$ cat src/rtl/gate_seq_ctrl.sv
// -----------------------------------------------------------------------------
// gate_seq_ctrl
//   Test sequencer for a quad 2-input gate DIP (74x00/08/32/86 family) sitting
//   in a 12-pin GPIO socket. All four gate slots are driven in parallel through
//   the four {A,B} input vectors. After a settle delay the Y outputs are sampled.
//   The chip is then classified as NAND, AND, OR or XOR, or reported as a failure.
//   The FSM advances only on cycles where tick_i=1. Start acceptance in
//   IDLE/DONE is the one exception and happens on any cycle.
//
// Ports
//   clk_i        system clock
//   reset_n_i    synchronous, active-low reset
//   tick_i       step enable for the FSM
//   start_i      begin a test (accepted in IDLE or DONE only)
//   pins_in_i    sampled socket pin levels; slot k uses pins 3k=A, 3k+1=B, 3k+2=Y
//   pins_out_o   drive values for the socket pins
//   pins_dir_o   1 = drive pins_out_o, 0 = high-Z (Y pins are never driven)
//   busy_o       test in progress
//   done_o       result valid; held until the next start or reset
//   gate_type_o  0 NONE, 1 NAND, 2 AND, 3 OR, 4 XOR, 7 FAIL
//   slot_ok_o    bit k set when slot k matched the reported type
// -----------------------------------------------------------------------------
module gate_seq_ctrl #(
  parameter int unsigned SETTLE_TICKS = 2,  // 1..15
  parameter int unsigned MIN_GOOD     = 3   // 1..4
) (
  input  logic        clk_i,
  input  logic        reset_n_i,
  input  logic        tick_i,
  input  logic        start_i,
  input  logic [11:0] pins_in_i,
  output logic [11:0] pins_out_o,
  output logic [11:0] pins_dir_o,
  output logic        busy_o,
  output logic        done_o,
  output logic [2:0]  gate_type_o,
  output logic [3:0]  slot_ok_o
);

  typedef enum logic [2:0] {
    S_IDLE   = 3'd0,
    S_DRIVE  = 3'd1,
    S_SETTLE = 3'd2,
    S_SAMPLE = 3'd3,
    S_DECIDE = 3'd4,
    S_DONE   = 3'd5
  } state_e;

  // A and B pins of every slot are outputs while a vector is applied.
  localparam logic [11:0] AB_DIR_MASK = 12'b011_011_011_011;
  localparam logic [3:0]  SETTLE_LAST = 4'(SETTLE_TICKS - 1);
  localparam logic [2:0]  MIN_GOOD_C  = 3'(MIN_GOOD);

  // Expected responses, bit v = f(A,B) with v = {A,B}. Index 0..3 = NAND, AND, OR, XOR.
  localparam logic [3:0][3:0] PATTERNS = {4'b0110, 4'b1110, 4'b1000, 4'b0111};

  state_e          state_q;
  logic [1:0]      v_q;
  logic [3:0]      settle_q;
  logic [3:0][3:0] resp_q;      // resp_q[k][v] = Y of slot k for vector v

  logic [2:0]      gate_type_d;
  logic [3:0]      slot_ok_d;
  logic            unused_ab_s;

  // Drive pattern for vector v: every slot gets A=v[1], B=v[0]; Y bits stay 0.
  function automatic logic [11:0] drive_vec(input logic [1:0] v);
    logic [11:0] r;
    r = 12'd0;
    for (int k = 0; k < 4; k++) begin
      r[3*k]   = v[1];
      r[3*k+1] = v[0];
    end
    return r;
  endfunction

  // A/B pins are driven by this block, so their read-back levels carry no information.
  assign unused_ab_s = ^{pins_in_i[10:9], pins_in_i[7:6], pins_in_i[4:3], pins_in_i[1:0]};

  // Classification of the collected responses.
  // The first type with the strictly highest match count wins, which gives the
  // NAND > AND > OR > XOR tie priority.
  always_comb begin
    logic [3:0][3:0] match_s;   // match_s[t][k]: slot k equals pattern t
    logic [3:0][2:0] cnt_s;
    logic [1:0]      best_t;
    logic [2:0]      best_cnt;
    match_s  = '0;
    cnt_s    = '0;
    best_t   = 2'd0;
    best_cnt = 3'd0;
    for (int t = 0; t < 4; t++) begin
      for (int k = 0; k < 4; k++) begin
        match_s[t][k] = (resp_q[k] == PATTERNS[t]);
        cnt_s[t]      = cnt_s[t] + {2'b00, match_s[t][k]};
      end
    end
    best_cnt = cnt_s[0];
    for (int t = 1; t < 4; t++) begin
      if (cnt_s[t] > best_cnt) begin
        best_cnt = cnt_s[t];
        best_t   = 2'(t);
      end else begin
        best_cnt = best_cnt;
      end
    end
    if (best_cnt >= MIN_GOOD_C) begin
      gate_type_d = {1'b0, best_t} + 3'd1;
      slot_ok_d   = match_s[best_t];
    end else begin
      gate_type_d = 3'd7;
      slot_ok_d   = 4'b0000;
    end
  end

  // Sequencer FSM with all outputs registered.
  always_ff @(posedge clk_i) begin
    if (!reset_n_i) begin
      state_q     <= S_IDLE;
      v_q         <= 2'd0;
      settle_q    <= 4'd0;
      resp_q      <= '0;
      pins_out_o  <= 12'd0;
      pins_dir_o  <= 12'd0;
      busy_o      <= 1'b0;
      done_o      <= 1'b0;
      gate_type_o <= 3'd0;
      slot_ok_o   <= 4'd0;
    end else begin
      case (state_q)
        S_IDLE, S_DONE: begin
          // Start ignores tick. The previous result stays visible until the next DECIDE.
          if (start_i) begin
            state_q    <= S_DRIVE;
            busy_o     <= 1'b1;
            done_o     <= 1'b0;
            v_q        <= 2'd0;
            settle_q   <= 4'd0;
            resp_q     <= '0;
            pins_out_o <= drive_vec(2'd0);
            pins_dir_o <= AB_DIR_MASK;
          end
        end
        S_DRIVE: begin
          if (tick_i) begin
            pins_out_o <= drive_vec(v_q);
            pins_dir_o <= AB_DIR_MASK;
            settle_q   <= 4'd0;
            state_q    <= S_SETTLE;
          end
        end
        S_SETTLE: begin
          if (tick_i) begin
            if (settle_q >= SETTLE_LAST) begin
              settle_q <= 4'd0;
              state_q  <= S_SAMPLE;
            end else begin
              settle_q <= settle_q + 4'd1;
            end
          end
        end
        S_SAMPLE: begin
          if (tick_i) begin
            for (int k = 0; k < 4; k++) begin
              resp_q[k][v_q] <= pins_in_i[3*k+2];
            end
            if (v_q == 2'd3) begin
              state_q <= S_DECIDE;
            end else begin
              // The next vector is applied at once, so the pins are never released between vectors.
              v_q        <= v_q + 2'd1;
              pins_out_o <= drive_vec(v_q + 2'd1);
              state_q    <= S_DRIVE;
            end
          end
        end
        S_DECIDE: begin
          if (tick_i) begin
            gate_type_o <= gate_type_d;
            slot_ok_o   <= slot_ok_d;
            pins_out_o  <= 12'd0;
            pins_dir_o  <= 12'd0;
            busy_o      <= 1'b0;
            done_o      <= 1'b1;
            state_q     <= S_DONE;
          end
        end
        default: begin
          state_q    <= S_IDLE;
          pins_out_o <= 12'd0;
          pins_dir_o <= 12'd0;
          busy_o     <= 1'b0;
          done_o     <= 1'b0;
        end
      endcase
    end
  end

endmodule

$ cat config.mk
export PLATFORM = sky130hd
export DESIGN_NAME = gate_seq_ctrl
export DESIGN_NICKNAME = d
export VERILOG_FILES = /design/src/rtl/gate_seq_ctrl.sv
export SDC_FILE = /design/constraint.sdc
export NUM_CORES = 1
export LEC_CHECK = 0
export CAP_MARGIN = 20
export CORE_MARGIN = 4
export CORE_UTILIZATION = 53
export DETAILED_ROUTE_END_ITERATION = 12
export HOLD_SLACK_MARGIN = 0.03
export MAX_ROUTING_LAYER = met4
export PLACE_DENSITY = 0.8
export SLEW_MARGIN = 20
export SYNTH_ARGS = -nofsm -noshare
export SYNTH_HDL_FRONTEND = slang
export SYNTH_SLANG_ARGS = --single-unit
export TNS_END_PERCENT = 30
$ cat constraint.sdc
create_clock -name clk_i -period 6.2 [get_ports clk_i]
set_input_delay 1.24 -clock clk_i [delete_from_list [all_inputs] [get_ports clk_i]]
set_output_delay 1.24 -clock clk_i [all_outputs]
set_load 0.01 [all_outputs]
## Word level (Yosys, flattened, before mapping)

Index checks and enable logic that the tools add are counted.

- Output and inout port bits: 33
- Logic and storage cells: 134
- Bits in writable memories: 0
- Bits in latches: 0
- Memory bits (read-only): 0
- Memories: 0
- Register bits after elaboration: 58
- Input port bits: 16

- Divide/modulo/power cells: 0
- $add $sub $neg: 15
- Multiplexer cells: 51
- Bitwise logic cells: 3
- Order comparisons: 8
- Reduce and logical (&&, ||, !) cells: 15
- Shift-type cells: 0
- Equal/unequal tests: 29
- Multipliers: 0

Operators with widths:

| operator | number |
|---|---|
| 12-bit 2-to-1 mux | 7 |
| 12-bit one-hot mux with 5 select lines | 1 |
| 12-bit one-hot mux with 4 select lines | 1 |
| 3-bit 2-to-1 mux | 11 |
| 4-bit by 3-bit equality test with 1-bit output, second input constant | 8 |
| 4-bit equality test, second input constant | 8 |
| 16-bit 2-to-1 mux | 2 |
| 16-bit one-hot mux with 2 select lines | 1 |
| 4-bit 2-to-1 mux | 6 |
| 4-bit bitwise mux | 4 |
| 3-bit one-hot mux with 5 select lines | 1 |
| 2-bit != test, second input constant | 7 |
| 2-bit by 1-bit adder with 3-bit output | 4 |
| 3-bit by 1-bit adder with 3-bit output | 4 |
| 4-bit one-hot mux with 3 select lines | 1 |
| 4-bit AND reduction | 3 |
| 6-bit AND reduction | 2 |
| 2-bit 2-to-1 mux | 5 |
| 3-bit greater-than comparator | 3 |
| 1-bit by 1-bit adder with 2-bit output | 4 |
| 4-bit binary-select mux with 2-bit select | 1 |
| 3-bit by 2-bit equality test with 1-bit output, second input constant | 2 |
| 3-bit equality test, second input constant | 2 |
| 2-bit by 3-bit < comparator with 1-bit output, second input constant | 2 |
| other kinds (21) | 31 |

## Depth between registers and ports, before layout

- Depth after elaboration: 13
- Depth in mapped cells: 24
- Gate-level depth less buffers: 23

## Worst setup path before layout

Ideal clock, no wire load.

- Kind: register to register
- From: register resp_q[0] (netlist bit)
- To: register slot_ok_o[2]
- Setup time: 0.136 ns
- Stages on the path, launching flop included: 25
- Arrival time: 5.044 ns
- Path slack: 1.020 ns
- Data required time: 6.064 ns
- Cell sequence: dfxtp_1 > nand2b_1 > or3_1 > fa_1 > inv_1 > ha_1 > ha_1 > ha_1 > nand2b_1 > a21o_1 > o21ai_1 > nand2_1 > ha_1 > and3_1 > a21o_1 > buf_4 > nor2_1 > a31oi_1 > ha_1 > and3b_1 > o21a_1 > nor2_1 > mux2_2 > a221oi_1 > nor3_1

- Longest elaborated chain between the ends: 13

Ends and longest elaborated chain:

| element | RTL line | RTL |
|---|---|---|
| start: declaration | 60 | `logic [3:0][3:0] resp_q;` |
| start signal: indexed assignment | 165 | `resp_q[k][v_q] <= pins_in_i[3*k+2];` |
| 4-bit equality test / 4-bit by 3-bit equality test with 1-bit output (equally long branches) | 94 | `match_s[t][k] = (resp_q[k] == PATTERNS[t]);` |
| 1-bit by 1-bit adder with 2-bit output | 95 | `cnt_s[t] = cnt_s[t] + {2'b00, match_s[t][k]};` |
| 2-bit by 1-bit adder with 3-bit output | 95 |  |
| 3-bit by 1-bit adder with 3-bit output | 95 |  |
| 3-bit greater-than comparator | 100 | `if (cnt_s[t] > best_cnt) begin` |
| 3-bit 2-to-1 mux | 100 |  |
| 3-bit greater-than comparator | 100 |  |
| 3-bit 2-to-1 mux | 100 |  |
| 3-bit greater-than comparator | 100 |  |
| 2-bit 2-to-1 mux | 100 |  |
| 4-bit binary-select mux with 2-bit select | 109 | `slot_ok_d = match_s[best_t];` |
| 4-bit 2-to-1 mux (not written as such) | 109 |  |
| 4-bit 2-to-1 mux (*) | 107 | `if (best_cnt >= MIN_GOOD_C) begin` |
| end signal: assignment | 180 | `slot_ok_o <= slot_ok_d;` |
| end: declaration | 37 | `output logic [3:0] slot_ok_o` |

Mark *: on every way between the ends. The rest lies on a longest branch, timed or not. The select of a mux whose other input is x is not followed.
A chain may end at the register's enable or synchronous reset.

## Worst setup path after layout

- From: register resp_q[6] (netlist bit)
- To: register slot_ok_o[2]

The elaborated chain is that of the path after synthesis.

==> reports/qor.log <==
qor: flow_run.max_cap_violations 0
qor: finish.n_antenna_cell 0
qor: floorplanning.rows 25
qor: sta.fmaxAchievable 0.175 GHz
qor: global_routing.grt_pass1_vias 2244
qor: critical_path.timing.critical_path.fanout_max 10
qor: logic_synthesis.yosys_reg_bits 37
qor: min_path.hold_path_class reg -> reg
qor: pwr.cellLeakagePower 1.24 nW
qor: routing.via_per_inst 5.68
qor: place.dp_hpwl 4.64 mm
qor: critical_path.worstReg2RegEnd slot_ok_o[2]
qor: critical_path.crit_path_start_kind flip-flop
qor: sta.final_min_period_over_clock_period 0.921
qor: critical_path.ff2ff_path_depth 23
qor: logic_synthesis.synth-edff-count 0
qor: logic_synthesis.most_frequently_used_flop_master_after_synthesis sky130_fd_sc_hd__dfxtp_1
qor: clock_network.cts-root-buf sky130_fd_sc_hd__clkbuf_8
qor: critical_path.critPathRequiredTime 6.34 ns
qor: logic_synthesis.syn_area 2730 sq um
qor: clock_network.clock_sinks 37
qor: global_routing.antenna_found_initial 0
qor: logic_synthesis.ys_warn_count 0
qor: routing.drt_first_pass_iters 4
qor: sta.worstMarginPinSlew 0.969 ns
qor: pwr.total_power 510 uW
qor: critical_path.cp_data_arrival_time 5.86 ns
qor: routing.routed-via-count 2319
qor: min_path.holdPathStages 2
qor: finish.finalNetCount 385
qor: critical_path.setup.worst_path.end_class flip-flop
qor: floorplanning.io-pin-count 49
qor: place.gpl.final_weighted_congestion 0.895
qor: clock_network.tritoncts yes
qor: floorplanning.initial_utilization 0.562
qor: logic_synthesis.post_synth_inst_count 326
qor: pwr.cell_internal_pwr 360 uW
qor: finish.final_layout_size_suffix_gt1_frac 0.0557
qor: finish.post-route-util 0.625
qor: pwr.pwr-share-seq 0.497
qor: pwr.ir_worst_vdd 0.000135 V
qor: pwr.power.clock.fraction 0.338
qor: sta.rsz0062_at_grt false
qor: place.place_area 2940 sq um
qor: clock_network.holdBufCountCts 0
qor: logic_synthesis.synthesis.area_per_instance 8.36 sq um
qor: critical_path.timing.rr.start resp_q[6]
qor: sta.setup_violations 0
qor: clock_network.clk_path_buf_depth 2
qor: logic_synthesis.netlist-cell-type-count 51
qor: routing.drt-initial-drc-count 116
qor: sta.relSlewSlack 0.353
qor: floorplanning.floorplan_die_width 79.7 microns
qor: sta.finalSetupTns 0 ns
qor: critical_path.regToRegSetupSlack 0.49 ns
qor: critical_path.slowest_delay 0.51 ns
qor: pwr.power_frac_comb 0.165
qor: routing.antenna_violating_nets_post_route 0
qor: sta.finalClockSkew 0.00285 ns
qor: clock_network.postCtsSetupBuffers 0
qor: clock_network.clock_tree.htree_level_count 2
qor: finish.postLayoutCellArea 3030 sq um
qor: sta.fin_worst_hold_slack 0.447 ns
qor: routing.post-route-drc-count 0
qor: clock_network.postCtsResizedCells 0
qor: floorplanning.core-area 4850 sq um
qor: sta.timing.final.crit_period 5.71 ns
qor: floorplanning.dieArea 6350 sq um
qor: global_routing.grt_usage 0.205
qor: sta.finalHoldViolCount 0
qor: min_path.timing.hold.worst_endpoint busy_o
qor: pwr.netSwitchingFraction 0.294
qor: min_path.worstHoldStart busy_o
qor: clock_network.cts.clk_slew.worst_paths 0.08 ns
qor: pwr.power.net_switching 150 uW
qor: finish.syn2layout_area_growth 11.2%
qor: critical_path.cp_cell_sequence nand2_1, nor3b_1, fa_1, ha_1, ha_1, inv_1, ha_1, nand2b_1, a21oi_1, nand3_1, and2_1, ha_1, and3_1, a21o_1, nor2_1, a31oi_1, ha_1, and3b_1, o21a_1, nor2_1, mux2_2, a221oi_1, nor3_1
qor: outcome.status finished, final reports clean
qor: critical_path.worstSetupPathType reg -> reg
qor: pwr.power_per_cell_area 168 nW/um^2
qor: routing.total_detailed_routing_wirelength 5.93 mm
qor: place.number_of_buffers_inserted_by_port_buffering 32
qor: critical_path.critical-path-slowest-cell sky130_fd_sc_hd__fa_1
qor: clock_network.cts_made_buffers 5
qor: global_routing.grt_max_degree 31
qor: global_routing.grt_total_ovfl 0
qor: logic_synthesis.yosysSeqAreaShare 0.272
qor: global_routing.wire_length_of_the_first_global_routing_pass 10.1 mm
qor: sta.report.final.slew_viol_count 0
qor: floorplanning.die_h 79.7 microns
qor: clock_network.worst_skew_pair_later_pin_latency 0.30 ns
qor: critical_path.cpMostUsedCell sky130_fd_sc_hd__ha_1
qor: routing.detail_route.wl_per_cell 14.5 microns
qor: logic_synthesis.ys_async_sr_fraction 0
==> layout make-up <==
class / count / area [sq um]
fillers: 448 / 1820
multi-input cells: 247 / 1730
inverters: 17 / 63.8
well taps: 67 / 83.8
flip-flops and latches: 37 / 741
clock buffers: 5 / 68.8
clock inverters: 3 / 21.3
repair buffers: 32 / 320
==> metrics by stage <==
stage | setup slack, ns | std cells
floorplan | 1.02 | 333
global placement | 0.640 | 400
detailed placement | 0.548 | 400
CTS | 0.541 | 408
global route | 0.163 | 408
finish | 0.488 | 408
==> sequential cells by signal (all words and copies together) (netlist names) <==
name and count:
busy_o 1, done_o 1, gate_type_o 3, pins_dir_o 1
pins_out_o 2, resp_q 16, settle_q 4, slot_ok_o 4
state_q 3, v_q 2
==> worst max-delay path, delay by kind of cell, from the launching register on <==
kind,cells,cell delay [ns]
AO/OA/AOI/OAI,5,1.16
adder cells (fa/ha/maj),6,1.78
buffers and inverters,1,0.04
flip-flops,1,0.37
multiplexers,1,0.28
AND/OR/NAND/NOR,10,1.91
==> power by group through the flow <==
stage | Combinational, mW | Clock, mW | Sequential, mW
2_1_floorplan | 0.0671 | 0 | 0.254
3_3_place_gp | 0.0826 | 0 | 0.259
3_5_place_dp | 0.0839 | 0 | 0.259
4_1_cts | 0.0845 | 0.179 | 0.253
5_1_grt | 0.0926 | 0.191 | 0.255
6_report | 0.0841 | 0.172 | 0.253
==> synthesized netlist by cell type, types with 3 or more instances <==
master                      n  area, sq um
sky130_fd_sc_hd__clkbuf_1   6         22.5
sky130_fd_sc_hd__dfxtp_1   37          741
sky130_fd_sc_hd__o32ai_2    3         48.8
sky130_fd_sc_hd__o21a_1     5         37.5
sky130_fd_sc_hd__a21oi_1   24          120
sky130_fd_sc_hd__mux2i_1    4         40.0
sky130_fd_sc_hd__ha_1      25          313
sky130_fd_sc_hd__a21o_1     4         30.0
sky130_fd_sc_hd__nand2_1   20         75.1
sky130_fd_sc_hd__nand3_1    5         25.0
sky130_fd_sc_hd__nor2b_1    4         25.0
sky130_fd_sc_hd__a31oi_1    5         31.3
sky130_fd_sc_hd__o221a_1    3         33.8
sky130_fd_sc_hd__a211oi_1   3         22.5
sky130_fd_sc_hd__buf_4     22          165
sky130_fd_sc_hd__and2_1     4         25.0
sky130_fd_sc_hd__inv_1     17         63.8
sky130_fd_sc_hd__nor3b_1    5         37.5
sky130_fd_sc_hd__nand3b_1   3         22.5
sky130_fd_sc_hd__nor2_1    35          131
sky130_fd_sc_hd__o21ai_0   16         80.1
sky130_fd_sc_hd__or3_1      4         25.0
sky130_fd_sc_hd__nor3_1     6         30.0
sky130_fd_sc_hd__fa_1       4         80.1
sky130_fd_sc_hd__a22oi_1   16          120
sky130_fd_sc_hd__and3_1     9         56.3
sky130_fd_sc_hd__nand2b_1   5         31.3
==> cells by family (layout without fill, tap and decap cells) <==
kind of cell | count (synthesis) | after routing | synth area share
fa+ha+maj | 29 | 29 | 0.144
xor+xnor | 2 | 2 | 0.00643
simple gates | 108 | 108 | 0.201
buf+inv | 49 | 57 | 0.102
flops | 37 | 37 | 0.272
compound gates | 94 | 94 | 0.250
mux | 6 | 6 | 0.0230
other cells | 1 | 8 | 0.00138
==> worst max path at each step <==
stage | start | to | slack (ns) | depth (start not counted)
after detailed placement | resp_q[0] | slot_ok_o[2] | 0.55 | 23
final | resp_q[6] | slot_ok_o[2] | 0.49 | 23
after CTS | resp_q[0] | slot_ok_o[2] | 0.54 | 23
after global routing | resp_q[10] | slot_ok_o[2] | 0.16 | 23
after global placement | resp_q[0] | slot_ok_o[2] | 0.64 | 23
after floorplan | resp_q[0] | slot_ok_o[2] | 1.02 | 24
==> cell usage in the layout, fill, tap and decap left out, types with 3 or more instances in the layout <==
cell	synthesis	routed
sky130_fd_sc_hd__dfxtp_1	37	37
sky130_fd_sc_hd__a31oi_1	5	5
sky130_fd_sc_hd__or3_1	4	4
sky130_fd_sc_hd__o21a_1	5	5
sky130_fd_sc_hd__and2_1	4	4
sky130_fd_sc_hd__inv_1	17	17
sky130_fd_sc_hd__a22oi_1	16	16
sky130_fd_sc_hd__fa_1	4	4
sky130_fd_sc_hd__nand3b_1	3	3
sky130_fd_sc_hd__a211oi_1	3	3
sky130_fd_sc_hd__o221a_1	3	3
sky130_fd_sc_hd__nor3_1	6	6
sky130_fd_sc_hd__clkdlybuf4s50_1	0	32
sky130_fd_sc_hd__nand2_1	20	20
sky130_fd_sc_hd__clkbuf_8	0	5
sky130_fd_sc_hd__nand3_1	5	5
sky130_fd_sc_hd__conb_1	1	8
sky130_fd_sc_hd__o32ai_2	3	3
sky130_fd_sc_hd__nor3b_1	5	5
sky130_fd_sc_hd__and3_1	9	9
sky130_fd_sc_hd__ha_1	25	25
sky130_fd_sc_hd__a21oi_1	24	24
sky130_fd_sc_hd__nor2b_1	4	4
sky130_fd_sc_hd__nor2_1	35	35
sky130_fd_sc_hd__a21o_1	4	4
sky130_fd_sc_hd__o21ai_0	16	16
sky130_fd_sc_hd__mux2i_1	4	4
sky130_fd_sc_hd__nand2b_1	5	5
==> routing by layer <==
layer	vias up	GRT usage	routed length, microns
met5	-	-	0
met4	0	0.0790	105
met3	9	0.0418	212
met2	55	0.320	2810
met1	1082	0.261	2800
li1	1173	-	-
Note: power is estimated with default switching activity, not from simulation.
